<file path="config.mk">
export PLATFORM = sky130hd
export DESIGN_NAME = pipe_perf_monitor_flat
export DESIGN_NICKNAME = d
export VERILOG_FILES = /design/src/rtl/pipe_perf_monitor_pkg.sv /design/src/rtl/pipe_perf_monitor_if.sv /design/src/rtl/pipe_perf_monitor_sat_counter.sv /design/src/rtl/pipe_perf_monitor.sv /design/src/flat_wrapper.sv
export SDC_FILE = /design/constraint.sdc
export NUM_CORES = 1
export LEC_CHECK = 0
export ABC_AREA = 1
export BUFFER_PORTS_ARGS = -buffer_cell sky130_fd_sc_hd__buf_2
export CAP_MARGIN = 20
export CORE_MARGIN = 8
export CORE_UTILIZATION = 55
export CTS_CLUSTER_DIAMETER = 30
export DETAILED_ROUTE_END_ITERATION = 6
export GPL_TIMING_DRIVEN = 1
export PLACE_DENSITY = 0.83
export REMOVE_ABC_BUFFERS = 1
export SLEW_MARGIN = 25
export SYNTH_ARGS = -nofsm -noshare
export SYNTH_HDL_FRONTEND = slang
export SYNTH_HIERARCHICAL = 1
export SYNTH_SLANG_ARGS = --single-unit
export TNS_END_PERCENT = 50
</file>
<file path="constraint.sdc">
create_clock -name clk_i -period 4.24 [get_ports clk_i]
set_clock_uncertainty 0.05 [all_clocks]
set_input_delay 0.848 -clock clk_i [delete_from_list [all_inputs] [get_ports clk_i]]
set_output_delay 0.848 -clock clk_i [all_outputs]
set_load 0.05 [all_outputs]
</file>
<file path="src/rtl/pipe_perf_monitor_pkg.sv">
// Shared types and constants for the pipeline performance monitor.
// Holds the FSM state encoding and the snapshot readout select codes.
package pipe_perf_pkg;

    typedef enum logic [1:0] {
        IDLE = 2'd0,
        RUN  = 2'd1,
        HALT = 2'd2
    } state_e;

    localparam int SEL_W = 2;

    localparam logic [SEL_W-1:0] SEL_CYCLE  = 2'd0;
    localparam logic [SEL_W-1:0] SEL_STALL  = 2'd1;
    localparam logic [SEL_W-1:0] SEL_FLUSH  = 2'd2;
    localparam logic [SEL_W-1:0] SEL_RETIRE = 2'd3;

    localparam int NUM_CNT = 4;

endpackage

</file>
<file path="src/rtl/pipe_perf_monitor_if.sv">
// Event and snapshot bus between the CPU pipeline side and the perf monitor.
// The master drives run/event/snapshot requests; the slave (monitor) answers.
interface pipe_perf_monitor_if #(
    parameter int CNT_W = 32
);
    import pipe_perf_pkg::*;

    logic             start_i;
    logic             stall_i;
    logic             flush_i;
    logic             retire_i;
    logic             snap_req_i;
    logic [SEL_W-1:0] snap_sel_i;
    logic             snap_valid_o;
    logic [CNT_W-1:0] snap_data_o;
    logic             halt_o;
    logic             running_o;

    modport master (
        output start_i,
        output stall_i,
        output flush_i,
        output retire_i,
        output snap_req_i,
        output snap_sel_i,
        input  snap_valid_o,
        input  snap_data_o,
        input  halt_o,
        input  running_o
    );

    modport slave (
        input  start_i,
        input  stall_i,
        input  flush_i,
        input  retire_i,
        input  snap_req_i,
        input  snap_sel_i,
        output snap_valid_o,
        output snap_data_o,
        output halt_o,
        output running_o
    );

endinterface

</file>
<file path="src/rtl/pipe_perf_monitor_sat_counter.sv">
// Saturating up-counter: increments by inc_i when en_i is set, sticks at all-ones.
// Synchronous clear on rst_i.
module sat_counter #(
    parameter int CNT_W = 32
) (
    input  logic             clk_i,
    input  logic             rst_i,
    input  logic             en_i,
    input  logic             inc_i,
    output logic [CNT_W-1:0] cnt_o
);

    localparam logic [CNT_W-1:0] CNT_ZERO = {CNT_W{1'b0}};
    localparam logic [CNT_W-1:0] CNT_MAX  = {CNT_W{1'b1}};
    localparam logic [CNT_W-1:0] CNT_ONE  = {{(CNT_W-1){1'b0}}, 1'b1};

    logic [CNT_W-1:0] cnt_r;

    // Counter register with saturation at all-ones.
    always_ff @(posedge clk_i) begin
        if (rst_i) begin
            cnt_r <= CNT_ZERO;
        end else if (en_i && inc_i && (cnt_r != CNT_MAX)) begin
            cnt_r <= cnt_r + CNT_ONE;
        end else begin
            cnt_r <= cnt_r;
        end
    end

    assign cnt_o = cnt_r;

endmodule

</file>
<file path="src/rtl/pipe_perf_monitor.sv">
// Pipeline performance monitor: counts run cycles, stalls, flushes and retires,
// halts after a cycle budget and serves coherent shadow snapshots on request.
module pipe_perf_monitor
    import pipe_perf_pkg::*;
#(
    parameter int CNT_W      = 32,
    parameter int MAX_CYCLES = 30
) (
    input logic               clk_i,
    input logic               rst_i,
    pipe_perf_monitor_if.slave bus
);

    localparam logic [CNT_W-1:0] CNT_ZERO = {CNT_W{1'b0}};
    localparam logic [CNT_W-1:0] CNT_MAX  = {CNT_W{1'b1}};
    localparam logic [CNT_W:0]   BUDGET   = (CNT_W+1)'(MAX_CYCLES);
    localparam logic [CNT_W:0]   ONE_EXT  = {{CNT_W{1'b0}}, 1'b1};

    state_e           state_r;
    state_e           state_s;
    logic             count_en_s;
    logic [CNT_W:0]   cycle_next_s;
    logic             halt_hit_s;
    logic             running_s;
    logic             halt_s;
    logic             running_r;
    logic             halt_r;
    logic             snap_valid_r;
    logic [CNT_W-1:0] snap_data_s;
    logic [NUM_CNT-1:0] inc_s;
    logic [CNT_W-1:0] live_s   [NUM_CNT];
    logic [CNT_W-1:0] shadow_r [NUM_CNT];

    assign count_en_s = (state_r == RUN) && bus.start_i;

    // Increment sources indexed by the readout select codes.
    assign inc_s = {bus.retire_i, bus.flush_i, bus.stall_i, 1'b1};

    for (genvar g = 0; g < NUM_CNT; g++) begin : g_cnt
        sat_counter #(
            .CNT_W (CNT_W)
        ) u_cnt (
            .clk_i (clk_i),
            .rst_i (rst_i),
            .en_i  (count_en_s),
            .inc_i (inc_s[g]),
            .cnt_o (live_s[g])
        );
    end

    // The budget is hit on the counting edge whose increment lands on MAX_CYCLES.
    assign cycle_next_s = {1'b0, live_s[SEL_CYCLE]} + ONE_EXT;
    assign halt_hit_s   = (MAX_CYCLES != 0) && (live_s[SEL_CYCLE] != CNT_MAX) &&
                          (cycle_next_s == BUDGET);

    // FSM state register.
    always_ff @(posedge clk_i) begin
        if (rst_i) begin
            state_r <= IDLE;
        end else begin
            state_r <= state_s;
        end
    end

    // FSM next-state logic.
    always_comb begin
        state_s = state_r;
        case (state_r)
            IDLE: begin
                if (bus.start_i) begin
                    state_s = RUN;
                end else begin
                    state_s = IDLE;
                end
            end
            RUN: begin
                if (!bus.start_i) begin
                    state_s = IDLE;
                end else if (halt_hit_s) begin
                    state_s = HALT;
                end else begin
                    state_s = RUN;
                end
            end
            HALT: begin
                state_s = HALT;
            end
            default: begin
                state_s = IDLE;
            end
        endcase
    end

    // FSM output decode, taken from the next state so the registered flags track state_r.
    always_comb begin
        running_s = 1'b0;
        halt_s    = 1'b0;
        case (state_s)
            RUN: begin
                running_s = 1'b1;
            end
            HALT: begin
                halt_s = 1'b1;
            end
            default: begin
                running_s = 1'b0;
                halt_s    = 1'b0;
            end
        endcase
    end

    // Registered status flags.
    always_ff @(posedge clk_i) begin
        if (rst_i) begin
            running_r <= 1'b0;
            halt_r    <= 1'b0;
        end else begin
            running_r <= running_s;
            halt_r    <= halt_s;
        end
    end

    // Shadow capture takes pre-edge live values, so a same-edge increment lands in the next snapshot.
    always_ff @(posedge clk_i) begin
        if (rst_i) begin
            snap_valid_r <= 1'b0;
            for (int i = 0; i < NUM_CNT; i++) begin
                shadow_r[i] <= CNT_ZERO;
            end
        end else begin
            snap_valid_r <= bus.snap_req_i;
            for (int i = 0; i < NUM_CNT; i++) begin
                if (bus.snap_req_i) begin
                    shadow_r[i] <= live_s[i];
                end else begin
                    shadow_r[i] <= shadow_r[i];
                end
            end
        end
    end

    // Readout mux over the shadow registers.
    always_comb begin
        snap_data_s = shadow_r[SEL_CYCLE];
        case (bus.snap_sel_i)
            SEL_CYCLE:  snap_data_s = shadow_r[SEL_CYCLE];
            SEL_STALL:  snap_data_s = shadow_r[SEL_STALL];
            SEL_FLUSH:  snap_data_s = shadow_r[SEL_FLUSH];
            SEL_RETIRE: snap_data_s = shadow_r[SEL_RETIRE];
            default:    snap_data_s = shadow_r[SEL_CYCLE];
        endcase
    end

    assign bus.snap_valid_o = snap_valid_r;
    assign bus.snap_data_o  = snap_data_s;
    assign bus.halt_o       = halt_r;
    assign bus.running_o    = running_r;

endmodule

</file>
<file path="src/flat_wrapper.sv">
// flat-port wrapper written by rule: the top's interface ports become plain ports
module pipe_perf_monitor_flat import pipe_perf_pkg::*;
#(
    parameter int CNT_W      = 32,
    parameter int MAX_CYCLES = 30
)
  (clk_i, rst_i, bus_start_i, bus_stall_i, bus_flush_i, bus_retire_i, bus_snap_req_i, bus_snap_sel_i, bus_snap_valid_o, bus_snap_data_o, bus_halt_o, bus_running_o);
  pipe_perf_monitor_if #(.CNT_W(CNT_W)) bus_i ();
  input logic clk_i;
  input logic rst_i;
  input wire logic [$bits(bus_i.start_i)-1:0] bus_start_i;
  input wire logic [$bits(bus_i.stall_i)-1:0] bus_stall_i;
  input wire logic [$bits(bus_i.flush_i)-1:0] bus_flush_i;
  input wire logic [$bits(bus_i.retire_i)-1:0] bus_retire_i;
  input wire logic [$bits(bus_i.snap_req_i)-1:0] bus_snap_req_i;
  input wire logic [$bits(bus_i.snap_sel_i)-1:0] bus_snap_sel_i;
  output wire logic [$bits(bus_i.snap_valid_o)-1:0] bus_snap_valid_o;
  output wire logic [$bits(bus_i.snap_data_o)-1:0] bus_snap_data_o;
  output wire logic [$bits(bus_i.halt_o)-1:0] bus_halt_o;
  output wire logic [$bits(bus_i.running_o)-1:0] bus_running_o;
  assign bus_i.start_i = bus_start_i;
  assign bus_i.stall_i = bus_stall_i;
  assign bus_i.flush_i = bus_flush_i;
  assign bus_i.retire_i = bus_retire_i;
  assign bus_i.snap_req_i = bus_snap_req_i;
  assign bus_i.snap_sel_i = bus_snap_sel_i;
  assign bus_snap_valid_o = bus_i.snap_valid_o;
  assign bus_snap_data_o = bus_i.snap_data_o;
  assign bus_halt_o = bus_i.halt_o;
  assign bus_running_o = bus_i.running_o;
  pipe_perf_monitor #(.CNT_W(CNT_W), .MAX_CYCLES(MAX_CYCLES)) u_core (.clk_i(clk_i), .rst_i(rst_i), .bus(bus_i));
endmodule
</file>
==> flow_summary.yaml <==
die:
  core_area_mm2: 0.02665
  rows: 60
  die_area_mm2: 0.03228
  io_pins: 44
  start_util: 0.5528
  die_h_um: 179.7
  die_x_um: 179.7
sta:
  fmax_ghz: 0.3202
  setup_violations: 0
  setup_ws_ns: 1.117
  finalCritPeriodShare: 0.7367
  tightest_slew_ns: 0.9481
  whs_ns: 0.4536
  period_minus_slack_ns: 3.123
  slew_violations: 0
  hold_viol: 0
  rsz0062_at_grt: "no"
  maxSlewHeadroom: 0.3672
  final.setup.tns_ns: 0
cts:
  cts_made_buffers: 57
  h-tree-depth: 2
  cts_tree: "done"
  clkTransAtPathRegs_ns: 0.04
  ctsResizeCount: 0
  post_cts_buffers: 0
  ctsHoldBuffers: 0
  clk_path_buf_depth: 3
  clk_latency_ns: 0.58
  clkSinkCount: 261
  cts_root_buffer: "clkbuf_16"
yosys:
  seq_area_frac_synth: 0.4417
  yosysWarnings: 6
  synth_top_area_share: 0.2609
  synth_cells: 2144
  async_reset_ff_frac: 0
  synth.top_cells.by_area: "edfxtp_1, nand2_1, dfxtp_1"
  synth_most_common_cell: "nand2_1"
  synth_area_leader_cell: "edfxtp_1"
  avgSynthCellArea_um2: 6.871
  synth_edf_count: 128
  synth_common_cells: "nand2_1, nor2_1, inv_1"
  syn-cell-area_mm2: 0.01473
  synth-main-ff-cell: "dfxtp_1"
  ys_types: 28
  synth.ff_latch_count: 261
drt:
  ant_nets: 0
  wl_per_cell_um: 15.82
  vias: 13690
  via_per_inst: 5.295
  drt-total-wl_um: 40900
  drtIter0Drc: 1394
  drc: 0
  firstDrtPassIters: 6
placement:
  port_buffers: 43
  dp_slack_ns: 1.149
  gp_congestion: 0.9414
  post-dp-hpwl_um: 29380
final_layout:
  final_util: 0.6446
  drive_gt1_frac: 0.09710
  areaGrowthSynthToFinish_pct: 16.61
  n_antenna_cell: 0
  nNetsFinal: 2209
  fillers: 2268
worst_setup_path:
  crit_path_frequent_cell: "buf_2"
  rr_startpoint: "u_core/g_cnt[0].u_cnt/cnt_o[0]"
  crit_type: "in2out"
  cp_data_arrival_time_ns: 2.23
  crit_fanout: 23
  max_stage_delay_ns: 0.37
  setup.worst_path.end_class: "output pin"
  endpoint: "bus_snap_data_o[28]"
  r2r_cells: 10
  start_kind: "input pin"
  required_ns: 3.34
  rrSetupSlack_ns: 1.79
  cp-startpoint: "bus_snap_sel_i[1]"
  path_cells: "buf_2 > inv_1 > nor2_2 > buf_4 > nand2_1 > nand4_1 > buf_2"
  crit_slowest_cell: "buf_4"
  r2r_end: "u_core/g_cnt[0].u_cnt/cnt_o[2]"
job:
  cap_violations: 0
grt:
  grt_use_total: 0.2472
  grt_pass1_vias: 12730
  gr-total-overflow: 0
  grt_max_degree: 99
  antenna_found_initial: 0
  grt_pass1_wl_um: 65540
power:
  power_mw: 7.615
  pwr_density_cell_mw_per_mm2: 443.2
  leakagePower_nw: 6.748
  vdd_drop_max_mv: 0.3267
min_path:
  hp-class: "reg2reg"
status:
  status: "complete, no violations"
-- worst min path at each step --
stage                              end  depth (start not counted)         startpoint  slack, ns
6_report             u_core/state_r[1]                          2  u_core/state_r[1]       0.45
5_1_grt        u_core/bus.snap_valid_o                          3     bus_snap_req_i       0.47
4_1_cts        u_core/bus.snap_valid_o                          3     bus_snap_req_i       0.44
3_5_place_dp         u_core/state_r[1]                          2  u_core/state_r[1]       0.45
3_3_place_gp         u_core/state_r[1]                          2  u_core/state_r[1]       0.44
2_1_floorplan        u_core/bus.halt_o                          2  u_core/state_r[1]       0.42
-- cells by family after synthesis --
group / Yosys count / share of synthesized area
xor gates and xnor gates: 66 / 0.03924
AOI/OAI and AO/OA: 128 / 0.04349
and+or+nand+nor: 1367 / 0.3844
other: 1 / 0.0002546
DFF: 261 / 0.4417
adders and majority gates: 4 / 0.003397
buffers and inverters: 317 / 0.08757
-- sequential cells by signal (all words and copies together), names as in the netlist --
name,cells
u_core/g_cnt.u_cnt/cnt_o,128
u_core/shadow_r,128
u_core/state_r,2
u_core/bus.halt_o,1
u_core/bus.running_o,1
u_core/bus.snap_valid_o,1
-- power by group --
| group | leakage [nW] | switching, mW | internal (mW) |
|---|---|---|---|
| clock | 0.970 | 1.49 | 3.03 |
| sequential | 2.52 | 0.0601 | 2.71 |
| combinational | 3.25 | 0.243 | 0.0697 |
-- per-layer routing --
layer	track usage	vias up	part of all wire
li1	-	6749	-
met1	0.3140	6276	0.41
met2	0.4144	570	0.47
met3	0.04496	98	0.085
met4	0.09336	0	0.036
met5	0	-	0
-- layout make-up --
cell class	instances	area, um2	share of cell area
Clock buffer	67	1494	0.08696
Clock inverter	41	513.0	0.02986
Inverter	255	957.2	0.05572
Multi-Input combinational cell	1566	6945	0.4043
Sequential cell	261	6506	0.3787
Tap cell	341	426.7	0.02484
Timing Repair Buffer	55	336.6	0.01959
-- worst max-delay path: cells and delay by family --
kind                   cells  cell delay [ns]
buffers and inverters      4             0.83
AND/OR/NAND/NOR            3             0.54
-- metrics by stage --
stage	area, um2	instances
floorplan	14400	2082
global placement	15170	2478
detailed placement	15170	2478
CTS	17180	2586
global route	17180	2586
finish	17180	2586
-- cell usage in the layout, fill, tap and decap left out, types with 10 or more instances in the layout --
master,synthesis,layout
edfxtp_1,128,128
a21oi_1,90,90
nand4_1,40,40
o21ai_1,14,14
xnor2_1,12,12
nor2_1,401,398
nor2_4,21,21
dfxtp_1,133,133
inv_1,247,247
nor2_2,9,12
nand3_1,55,55
nand2_1,792,792
xor2_1,54,54
nand3b_1,16,16
clkbuf_16,0,57
buf_4,8,10
buf_2,8,42
o21ai_0,24,24
(Power assumes the default switching activity.)
